==> src/rtl/wb_line_pkg.sv <==
// wb_line_pkg: shared types, line geometry and byte-select helper for the line master.
package wb_line_pkg;
   typedef enum logic [1:0] {IDLE, RD_BUS, WR_BUS} state_t;
   localparam int LINE_BYTES     = 16;
   localparam int WORDS_PER_LINE = 4;
   function automatic logic [LINE_BYTES-1:0] sel_expand(input logic [3:0] wstrb, input logic [1:0] word_idx);
      return {12'h000, wstrb} << (4 * word_idx);
   endfunction
endpackage

==> src/rtl/wb_line_buf.sv <==
// wb_line_buf: single 128-bit line with tag/valid, fill, byte-merge write and invalidate.
module wb_line_buf
   import wb_line_pkg::*;
(
   input  logic                  i_clk,
   input  logic                  i_rst,
   input  logic                  i_fill,
   input  logic [27:0]           i_fill_tag,
   input  logic [127:0]          i_fill_data,
   input  logic                  i_wr,
   input  logic [27:0]           i_wr_tag,
   input  logic [LINE_BYTES-1:0] i_wr_mask,
   input  logic [127:0]          i_wr_data,
   input  logic                  i_inv,
   input  logic [27:0]           i_lookup_tag,
   output logic                  o_hit,
   output logic [127:0]          o_data
);
   logic         r_valid;
   logic [27:0]  r_tag;
   logic [127:0] r_data;
   logic         w_wr_hit;
   assign w_wr_hit = i_wr && r_valid && r_tag == i_wr_tag;
   assign o_hit    = r_valid && r_tag == i_lookup_tag;
   assign o_data   = r_data;
   // invalidate beats a same-cycle fill, so a flushed fetch never becomes valid
   always_ff @(posedge i_clk) begin
      if (i_rst) begin
         r_valid <= 1'b0;
         r_tag   <= '0;
         r_data  <= '0;
      end else begin
         if (i_fill) begin
            r_tag  <= i_fill_tag;
            r_data <= i_fill_data;
         end else if (w_wr_hit) begin
            for (int b = 0; b < LINE_BYTES; b++)
               if (i_wr_mask[b]) r_data[8*b +: 8] <= i_wr_data[8*b +: 8];
         end
         r_valid <= !i_inv && (i_fill || r_valid);
      end
   end
endmodule

==> src/rtl/wb_line_master.sv <==
// wb_line_master: 32-bit CPU port to 128-bit Wishbone master with a one-line read buffer,
// write-through stores, one outstanding bus cycle and ack timeout.
module wb_line_master
   import wb_line_pkg::*;
#(
   parameter int TIMEOUT_CYCLES = 1024,
   parameter int TO_W           = $clog2(TIMEOUT_CYCLES + 1)
)(
   input  logic         wb_clk_i,
   input  logic         wb_rst_i,
   input  logic         cpu_req_valid,
   output logic         cpu_req_ready,
   input  logic         cpu_we,
   input  logic [31:0]  cpu_addr,
   input  logic [3:0]   cpu_wstrb,
   input  logic [31:0]  cpu_wdata,
   output logic         cpu_rsp_valid,
   output logic         cpu_rsp_err,
   output logic [31:0]  cpu_rdata,
   input  logic         flush_i,
   output logic         wbm_cyc_o,
   output logic         wbm_stb_o,
   output logic         wbm_we_o,
   output logic [31:0]  wbm_adr_o,
   output logic [15:0]  wbm_sel_o,
   output logic [127:0] wbm_dat_o,
   input  logic [127:0] wbm_dat_i,
   input  logic         wbm_ack_i,
   input  logic         wbm_err_i
);
   localparam int CW = (TO_W < 1) ? 1 : TO_W;
   localparam logic [CW-1:0] CNT_LAST = CW'(TIMEOUT_CYCLES - 1);
   localparam logic [CW-1:0] CNT_MAX  = '1;
   state_t                              r_state, w_state_nxt;
   logic                                r_we;
   logic [31:0]                         r_adr;
   logic [15:0]                         r_sel;
   logic [127:0]                        r_dat;
   logic [$clog2(WORDS_PER_LINE)-1:0]   r_word;
   logic [CW-1:0]                       r_cnt;
   logic                                r_rsp_valid, r_rsp_err;
   logic [31:0]                         r_rdata;
   logic                                w_bus, w_accept, w_hit, w_go, w_ack, w_err, w_to, w_end;
   logic                                w_buf_hit;
   logic [127:0]                        w_line;
   logic                                w_unused;
   assign w_unused = ^cpu_addr[1:0];
   assign w_bus    = r_state != IDLE;
   always_comb begin
      w_accept    = cpu_req_valid && r_state == IDLE && !wb_rst_i;
      w_hit       = w_accept && !cpu_we && w_buf_hit;
      w_go        = w_accept && !w_hit;
      w_err       = w_bus && wbm_err_i;
      w_ack       = w_bus && wbm_ack_i && !wbm_err_i;
      w_to        = w_bus && !wbm_ack_i && !wbm_err_i && TIMEOUT_CYCLES != 0 && r_cnt == CNT_LAST;
      w_end       = w_err || w_ack || w_to;
      w_state_nxt = w_end ? IDLE : !w_go ? r_state : cpu_we ? WR_BUS : RD_BUS;
   end
   always_ff @(posedge wb_clk_i) begin
      if (wb_rst_i) r_state <= IDLE;
      else          r_state <= w_state_nxt;
   end
   wb_line_buf u_buf (
      .i_clk        (wb_clk_i),
      .i_rst        (wb_rst_i),
      .i_fill       (w_ack && r_state == RD_BUS),
      .i_fill_tag   (r_adr[31:4]),
      .i_fill_data  (wbm_dat_i),
      .i_wr         (w_ack && r_state == WR_BUS),
      .i_wr_tag     (r_adr[31:4]),
      .i_wr_mask    (r_sel),
      .i_wr_data    (r_dat),
      .i_inv        (flush_i || ((w_err || w_to) && r_state == RD_BUS)),
      .i_lookup_tag (cpu_addr[31:4]),
      .o_hit        (w_buf_hit),
      .o_data       (w_line)
   );
   // bus fields are captured once at acceptance and held for the whole cycle
   always_ff @(posedge wb_clk_i) begin
      if (wb_rst_i) begin
         r_we        <= 1'b0;
         r_adr       <= '0;
         r_sel       <= '0;
         r_dat       <= '0;
         r_word      <= '0;
         r_cnt       <= '0;
         r_rsp_valid <= 1'b0;
         r_rsp_err   <= 1'b0;
         r_rdata     <= '0;
      end else begin
         r_rsp_valid <= w_hit || w_end;
         r_rsp_err   <= w_err || w_to;
         r_rdata     <= w_hit ? w_line[32*cpu_addr[3:2] +: 32] :
                        (w_ack && !r_we) ? wbm_dat_i[32*r_word +: 32] : '0;
         if (w_go) begin
            r_we   <= cpu_we;
            r_adr  <= {cpu_addr[31:4], 4'h0};
            r_sel  <= cpu_we ? sel_expand(cpu_wstrb, cpu_addr[3:2]) : 16'hFFFF;
            r_dat  <= cpu_we ? {4{cpu_wdata}} : '0;
            r_word <= cpu_addr[3:2];
            r_cnt  <= '0;
         end else if (w_bus && r_cnt != CNT_MAX) begin
            r_cnt <= r_cnt + 1'b1;
         end
      end
   end
   assign cpu_req_ready = r_state == IDLE && !wb_rst_i;
   assign cpu_rsp_valid = r_rsp_valid && !wb_rst_i;
   assign cpu_rsp_err   = r_rsp_err && !wb_rst_i;
   assign cpu_rdata     = wb_rst_i ? '0 : r_rdata;
   assign wbm_cyc_o     = w_bus && !wb_rst_i;
   assign wbm_stb_o     = w_bus && !wb_rst_i;
   assign wbm_we_o      = r_we && !wb_rst_i;
   assign wbm_adr_o     = wb_rst_i ? '0 : r_adr;
   assign wbm_sel_o     = wb_rst_i ? '0 : r_sel;
   assign wbm_dat_o     = wb_rst_i ? '0 : r_dat;
endmodule

==> config.mk <==
export PLATFORM = sky130hd
export DESIGN_NAME = wb_line_master
export DESIGN_NICKNAME = d
export VERILOG_FILES = /design/src/rtl/wb_line_pkg.sv /design/src/rtl/wb_line_buf.sv /design/src/rtl/wb_line_master.sv
export SDC_FILE = /design/constraint.sdc
export NUM_CORES = 1
export LEC_CHECK = 0
export ABC_AREA = 1
export ABC_CLOCK_PERIOD_IN_PS = 4000
export CAP_MARGIN = 30
export CORE_MARGIN = 1.5
export CORE_UTILIZATION = 55
export CTS_CLUSTER_SIZE = 14
export DETAILED_ROUTE_END_ITERATION = 10
export PLACE_DENSITY = 0.87
export SETUP_SLACK_MARGIN = 0.3
export SLEW_MARGIN = 15
export SYNTH_ARGS = -nofsm -noshare
export SYNTH_HDL_FRONTEND = slang
export SYNTH_HIERARCHICAL = 1
export SYNTH_SLANG_ARGS = --single-unit
==> constraint.sdc <==
create_clock -name wb_clk_i -period 4 [get_ports wb_clk_i]
set_clock_uncertainty 0.1 [all_clocks]
set_input_delay 0.6 -clock wb_clk_i [delete_from_list [all_inputs] [get_ports wb_clk_i]]
set_output_delay 0.6 -clock wb_clk_i [all_outputs]
set_load 0.05 [all_outputs]
# Word level (Yosys, flattened, before mapping)
# Cells that the tools add are included.
# word_totals
output_inout_bits	214
reg_bits	379
# classes
n_reduce_logical	75
addsub	1
eq_ne	6
mux	27
n_shift	3
# op_table
cell	n
128-bit 2-to-1 mux	4
128-bit by 8-bit indexed part select with 32-bit output	2
32-bit 2-to-1 mux	4
8-bit 2-to-1 mux	16
28-bit == test	2
2-bit nonzero test	18
16-bit 2-to-1 mux	2
2-bit AND reduction	16
1-bit logical AND	25
4-bit by 4-bit << shifter with 16-bit output	1
11-bit by 1-bit adder with 11-bit output, second input constant	1
11-bit by 10-bit == test with 1-bit output, second input constant	1
11-bit != test, second input constant	1
1-bit zero test	7
1-bit logical OR	6
2-bit OR reduction	2
2-bit by 1-bit == test with 1-bit output, second input constant	1
2-bit == test, second input constant	1
2-bit zero test	1
2-bit 2-to-1 mux	1

# Longest topological paths before layout
# Gate-level depths: netlist of run 1.
# depth
ltp_word	9
mapped_depth	15
mapped_depth_nobuf	14

# Cells and area by module
# Netlist of run 1, hierarchy kept.
# modules_own_cells
module	cells_per_inst	area_per_inst_um2	seq_area_each_um2	instances
wb_line_buf	1567	9765.6	3143.0	1
wb_line_master	1498	8613.3	2522.4	1

# Least setup slack after synthesis of run 1
# No wires, ideal clock.
# synth_path
kind	input port to output port
start	in wb_rst_i
end	out wbm_dat_o[100]
slack_ns	1.179
required_time_ns	3.300
path_stages	4
arrival_time_ns	2.121
cell_sequence	clkbuf_1 > clkbuf_1 > nor2_1 > buf_4
# synth_between
elab_chain_cells	1
# synth_lines
element	line_no	text
start, declared	wb_line_master.sv:10	input logic wb_rst_i,
128-bit 2-to-1 mux	wb_line_master.sv:116	assign wbm_dat_o = wb_rst_i ? '0 : r_dat;
end, declared	wb_line_master.sv:26	output logic [127:0] wbm_dat_o,
# No other way between the ends.

# Worst setup path in the final report of run 1
# layout_path
start	reg r_state[1]
end	out cpu_req_ready
# layout_between
elab_chain_cells	2
# layout_lines
element	line_no	text
start, declared	wb_line_master.sv:34	state_t r_state, w_state_nxt;
start signal, assigned	wb_line_master.sv:61	else r_state <= w_state_nxt;
2-bit zero test	wb_line_master.sv:107	assign cpu_req_ready = r_state == IDLE && !wb_rst_i;
1-bit logical AND	wb_line_master.sv:107	
end, declared	wb_line_master.sv:12	output logic cpu_req_ready,
# No other way between the ends.

==> results of run 1 <==
## state kept, by name (all words and copies together), names as in the netlist
register       cells
u_buf/o_data     128
r_dat             32
r_rdata           32
r_adr             28
u_buf/r_tag       28
r_sel             16
r_cnt             11
r_state            2
r_word             2
r_rsp_err          1
r_rsp_valid        1
r_we               1
u_buf/r_valid      1
## per-stage QoR
step	std cells	hold slack, ps	utilization
floorplan	3068	352.1	-
detailed placement	3655	380.8	0.6599
finish	3719	227.7	0.6961
global route	3717	238.2	0.6959
global placement	3655	368.4	0.6599
CTS	3713	214.8	0.6945
## placed cells by master (no fill, tap or decap), types with 9 or more instances in the layout
master / netlist / layout
nand2_1: 848 / 848
nor2_1: 599 / 599
clkdlybuf4s50_1: 0 / 406
inv_1: 333 / 329
dfxtp_1: 283 / 281
o21ai_0: 183 / 183
nand3_1: 158 / 158
a21oi_1: 115 / 115
a21oi_2: 80 / 80
o21ai_1: 41 / 41
clkbuf_16: 0 / 31
nand3_2: 26 / 26
nor3_1: 23 / 23
inv_2: 22 / 22
buf_4: 111 / 17
buf_12: 2 / 13
nand3_4: 11 / 11
nand4_1: 9 / 9
## layout make-up
| type | count | share of cell area |
|---|---|---|
| tap | 442 | 0.02430 |
| clock inverter | 19 | 0.01259 |
| multi-input combinational | 2133 | 0.4199 |
| clock buffer | 39 | 0.03716 |
| sequential | 283 | 0.2491 |
| inverter | 360 | 0.06025 |
| timing repair buffer | 439 | 0.1962 |
| antenna | 4 | 0.0004398 |
## cell families (layout without fill, tap and decap cells)
group | count (synthesis) | in the layout
compound gates | 427 | 427
xor+xnor | 11 | 11
fa+ha+maj | 1 | 1
buf+inv | 652 | 857
flops | 283 | 283
other cells | 1 | 8
simple gates | 1690 | 1690
## final timing paths
check        depth (start not counted)  slack (ps)                             end
max reg2reg                         12        1100  u_buf/o_data[126]$_SDFFE_PP0P_
min                                  2         230            r_rsp_err$_SDFF_PP0_
max                                  4         960                   cpu_req_ready
min reg2reg                          2         390    u_buf/r_tag[25]$_SDFFE_PP0P_
## worst register-to-register path: cells and delay by family, from the launching register on
kind	cells	cell delay [ps]
simple gates	10	2220
flops	1	410
buf+inv	2	110
## routing by layer
metal / wire length, um / global-route usage / vias up
met1: 23060 / 0.4041 / 9056
li1: - / - / 9667
met2: 27960 / 0.5681 / 1081
met5: 8 / 0 / -
met4: 2672 / 0.1774 / 2
met3: 5943 / 0.05361 / 200
## power by group
group	internal (mW)	total, mW	switching (mW)
Sequential	2.93	3.05	0.114
Clock	1.95	3.19	1.24
Combinational	0.591	1.61	1.02
==> flow_metrics.py, run 1 <==
metrics = {
    "power": {
        "power_leakage_nw": 10.37,
        "ir_worst_vdd_uv": 343.2,
        "design_power_total_mw": 7.844,
        "p_per_area_nw_per_um2": 344.6,
    },
    "routing": {
        "vias_per_cell": 5.379,
        "detail_route.first_pass.iterations": 7,
        "drt-initial-drc-count": 1952,
        "routed_wl_um": 59640,
        "antenna_left": 0,
        "wl_per_cell_um": 16.04,
        "vias": 20010,
        "drc": 0,
    },
    "yosys": {
        "ys_top_cells_by_count": "848 x nand2_1, 599 x nor2_1, 333 x inv_1",
        "yosysTopAreaCell": "dfxtp_1",
        "synth_edf_count": 0,
        "synthMuxAreaShare": 0,
        "synth_top_family_by_area": "simple AND/OR/NAND/NOR gates",
        "yosysMostFrequentCell": "nand2_1",
        "synth_cell_types": 41,
        "yosysWarnings": 6,
        "synthSimpleGateAreaFrac": 0.3794,
        "synth-seq-cells": 283,
        "synth_area_leaders": "dfxtp_1 31%, nand2_1 17%, nor2_1 12%, inv_1 6.8%, o21ai_0 5.0%",
        "synth_fa_ha_area_frac": 0.0006808,
        "synth_compound_area_frac": 0.1336,
        "ys_async_sr_fraction": 0,
        "synthCells": 3065,
        "synth_xor_area_frac": 0.005242,
        "synth_area_um2": 18380,
        "synth_top_area_frac": 0.3083,
        "ys_seq_area_frac": 0.3083,
        "syn_area_per_cell_um2": 5.996,
        "ys.flop_type": "dfxtp_1",
    },
    "cts": {
        "cts_tree": "done",
        "cts_buffers": 31,
        "clock-sinks": 283,
        "cts.clk_slew.worst_paths_ps": 70,
        "post_cts_buffers": 0,
        "ctsHoldBuffers": 0,
        "cts_resized": 0,
        "htree_levels": 1,
        "cts_buffer_depth": 3,
        "clock_latency_ps": 580,
        "clk_root_buffer_cell": "clkbuf_16",
    },
    "setup_path": {
        "crit_path_start_kind": "register",
        "crit_family": "buffers and inverters",
        "worstPathCellList": "nor2_4, inv_2, nor2_1, clkdlybuf4s50_1",
        "cpMaxStageDelayCell": "clkdlybuf4s50_1",
        "cp_max_fo": 13,
        "end_kind": "output port",
        "crit_path_max_incr_delay_ps": 840,
        "crit_type": "register to output port",
        "cp_num_buf_inv": 2,
        "r2r_start": "r_adr[25]$_SDFFE_PP0P_",
        "arrival_ps": 2340,
        "critical_path.startpoint": "r_state[1]$_SDFFE_PP0P_",
        "crit_required_ps": 3300,
    },
    "die": {
        "fp.dieH_um": 185.8,
        "start_util": 0.5620,
        "core_um2": 32700,
        "rows": 66,
        "dieArea_um2": 34520,
        "num_io_pins": 417,
        "die_w_um": 185.8,
    },
    "global_route": {
        "grt_pass1_vias": 18940,
        "grt_max_degree": 134,
        "antenna_found_initial": 3,
        "grt_pass1_wl_um": 92670,
        "grt_usage": 0.3340,
        "overflow": 0,
    },
    "sta": {
        "setup_viol": 0,
        "drv_slew": 0,
        "max_freq_mhz": 328.7,
        "final.setup.tns_ps": 0,
        "worst_slew_pin_slew_ps": 956.2,
        "slew_headroom": 0.3625,
        "rsz0062_at_grt": "false",
        "hold_viol": 0,
        "timing.final.crit_share": 0.7606,
        "final.min_clock_period_ps": 3042,
        "setup_slack_ps": 957.7,
    },
    "final_layout": {
        "drive_gt1_frac": 0.07485,
        "fill_cells": 2797,
        "area_growth_pct": 23.85,
        "multi_input_area_um2": 9558,
        "regArea_um2": 5670,
        "stdcell_area_um2": 22760,
        "num-nets-final": 3452,
    },
    "min_path": {
        "min_from": "wb_rst_i",
        "hold_class": "input pin to register",
    },
    "placed_design": {
        "port_buffers": 410,
        "pre_cts_ws_ps": 526.9,
        "gp_congestion": 0.9066,
        "place_area_um2": 21580,
        "place_hpwl_um": 39230,
    },
    "flow_run": {
        "cap_violations": 0,
    },
    "outcome": {
        "status": "complete, no violations",
    },
}
(Power assumes the default switching activity.)
==> run 2, diff against run 1 <==
--- a/config.mk
+++ b/config.mk
@@ -6,13 +6,13 @@
 export NUM_CORES = 1
 export LEC_CHECK = 0
 export ABC_AREA = 1
-export ABC_CLOCK_PERIOD_IN_PS = 4000
+export ABC_CLOCK_PERIOD_IN_PS = 2540
 export CAP_MARGIN = 30
 export CORE_MARGIN = 1.5
-export CORE_UTILIZATION = 55
+export CORE_UTILIZATION = 47
 export CTS_CLUSTER_SIZE = 14
 export DETAILED_ROUTE_END_ITERATION = 10
-export PLACE_DENSITY = 0.87
+export PLACE_DENSITY = 0.79
 export SETUP_SLACK_MARGIN = 0.3
 export SLEW_MARGIN = 15
 export SYNTH_ARGS = -nofsm -noshare
==> constraint.sdc (replaced) <==
create_clock -name wb_clk_i -period 2.54 [get_ports wb_clk_i]
set_clock_uncertainty 0.1 [all_clocks]
set_input_delay 0.381 -clock wb_clk_i [delete_from_list [all_inputs] [get_ports wb_clk_i]]
set_output_delay 0.381 -clock wb_clk_i [all_outputs]
set_load 0.05 [all_outputs]
==> run 2 against run 1 <==
Net effect:
- worst hold slack worse by 41 ps
- critical path type is now register to register
- die area up 17%
- highest routed layer unchanged
- combinational power grew 64%
==> flow_metrics.py, run 2 (synthesis results as in run 1) <==
metrics = {
    "sta": {
        "final.setup.tns_ps": 0,
        "setup_viol": 0,
        "timing.final.crit_share": 0.8829,
        "rsz0062_at_grt": "true",
        "drv_slew": 0,
        "worst_slew_pin_slew_ps": 980.8,
        "hold_viol": 0,
        "max_freq_mhz": 445.9,
        "final.min_clock_period_ps": 2243,
        "slew_headroom": 0.3461,
    },
    "final_layout": {
        "largest_reg_flops": 128,
        "fin_cells": 3866,
        "layout.cells.most_common_list": "839 x nand2_1, 591 x nor2_1, 327 x inv_1, 275 x dfxtp_1, 208 x buf_4",
        "area_growth_pct": 30.34,
        "num-nets-final": 3525,
        "stdcell_area_um2": 23960,
        "fill_cells": 3532,
        "fin_util": 0.6199,
        "final_common_cell": "nand2_1",
        "drive_gt1_frac": 0.1644,
    },
    "global_route": {
        "overflow": 0,
        "grt_pass1_wl_um": 93300,
        "grt_pass1_vias": 17130,
        "grt_max_degree": 97,
        "antenna_found_initial": 3,
        "grt_usage": 0.2859,
    },
    "setup_path": {
        "arrival_ps": 2590,
        "worstPathCellList": "inv_4, a22o_1, nor4_2, nand4_1, nor2_2, nand2_2, nor2_4, buf_4, buf_12, nand2_1, a21oi_2",
        "crit_type": "register to register",
        "crit_required_ps": 2890,
        "crit_path_start_kind": "register",
        "end_kind": "register",
        "cp_max_fo": 11,
        "crit_path_max_incr_delay_ps": 340,
        "cpMaxStageDelayCell": "dfxtp_2",
    },
    "cts": {
        "cts_buffer_depth": 3,
        "clock_latency_ps": 520,
        "clock-sinks": 283,
        "cts_tree": "done",
        "cts_buffers": 35,
        "clk_root_buffer_cell": "clkbuf_16",
        "htree_levels": 2,
        "ctsHoldBuffers": 0,
        "cts.clk_slew.worst_paths_ps": 60,
    },
    "power": {
        "p_per_area_nw_per_um2": 519.5,
        "swShare": 0.3053,
        "seq_power_share": 0.387,
        "ir_worst_vdd_uv": 436.6,
        "pwr-share-comb": 0.212,
        "power.switching_mw": 3.800,
        "pwr-share-clk": 0.401,
        "power_leakage_nw": 11.55,
        "internal_power_mw": 8.645,
    },
    "routing": {
        "drc": 0,
        "vias_per_cell": 5.069,
        "wl_per_cell_um": 15.87,
        "drt-initial-drc-count": 1811,
        "vias": 19600,
        "antenna_left": 0,
        "detail_route.first_pass.iterations": 6,
        "routed_wl_um": 61370,
    },
    "die": {
        "start_util": 0.4756,
        "die_w_um": 200.7,
        "rows": 72,
        "core_um2": 38650,
        "num_io_pins": 417,
        "dieArea_um2": 40300,
        "fp.dieH_um": 200.7,
    },
    "placed_design": {
        "dp_cells": 3775,
        "place_hpwl_um": 40620,
        "port_buffers": 410,
        "place_area_um2": 22210,
        "gp_congestion": 0.8954,
    },
    "min_path": {
        "hold_class": "input pin to register",
    },
    "flow_run": {
        "cap_violations": 0,
    },
    "outcome": {
        "status": "complete, no violations",
    },
}
run 2: changes by cell type in the layout (fill, tap and decap cells not counted), sizes merged, moves of 2 or more:
cell,change
dlygate4sd2,+10
dlymetal6s2s,+2
clkbuf,+19
nand3,+2
diode,-2
clkinv,-2
bufinv,-5
clkdlybuf4s50,-210
buf,+259
run 2: power by group through the flow:
stage	Sequential [mW]	Combinational [mW]	Clock, mW
finish	4.82	2.64	4.99
global route	4.84	2.87	5.26
CTS	4.81	2.58	5.06
detailed placement	4.90	2.56	0
global placement	4.90	2.54	0
floorplan	4.83	1.71	0
run 2: path summary, 6_finish.rpt:
kind / from / endpoint / slack [ps] / cells after the start
hold reg to reg: u_buf/r_tag[25]$_SDFFE_PP0P_ / u_buf/r_tag[25]$_SDFFE_PP0P_ / 390 / 2
setup / recovery: u_buf/r_tag[27]$_SDFFE_PP0P_ / r_rdata[15]$_SDFF_PP0_ / 300 / 11
hold / removal: wb_rst_i / r_rdata[26]$_SDFF_PP0_ / 190 / 2
setup reg to reg: u_buf/r_tag[27]$_SDFFE_PP0P_ / r_rdata[15]$_SDFF_PP0_ / 300 / 11
run 2: layout make-up:
class	instances	area [um^2]	area share
timing repair buffer	506	5368	0.2241
antenna	2	5.005	0.0002089
inverter	360	1376	0.05745
sequential	283	5680	0.2371
multi-input combinational	2135	9743	0.4067
clock buffer	52	1032	0.04309
clock inverter	10	102.6	0.004283
tap	518	648.1	0.02706
run 2: through the flow:
stage / setup slack, ps / power [mW] / hold WS (ps)
6_report: 297.4 / 12.45 / 186.8
5_1_grt: 184.7 / 12.96 / 181.1
4_1_cts: 301.1 / 12.44 / 155.7
3_5_place_dp: -241.0 / 7.463 / 378.1
3_3_place_gp: -158.1 / 7.439 / 370.6
2_1_floorplan: 156.9 / 6.538 / 352.1
run 2: worst max-delay path: cells and delay by family (launching register included):
family | cells | cell delay [ps]
flip-flops | 1 | 340
AO/OA/AOI/OAI | 2 | 370
buffers and inverters | 3 | 340
AND/OR/NAND/NOR | 6 | 1010
run 2: repair_timing:
item | 4_1_cts | 5_1_grt
gates resized for setup | 15 | 55
pin swaps | 1 | 23
cloned | 0 | 8
endpoints found under the setup margin | 28 | 212
setup buffers | 0 | 19
run 2: layer usage:
metal  vias up  wire length (um)  track usage
li1       9815                 -            -
met1      8837             26000       0.3828
met2       834             28400       0.4616
met3       109              5208      0.05471
met4         2              1744      0.09560
met5         -                13            0
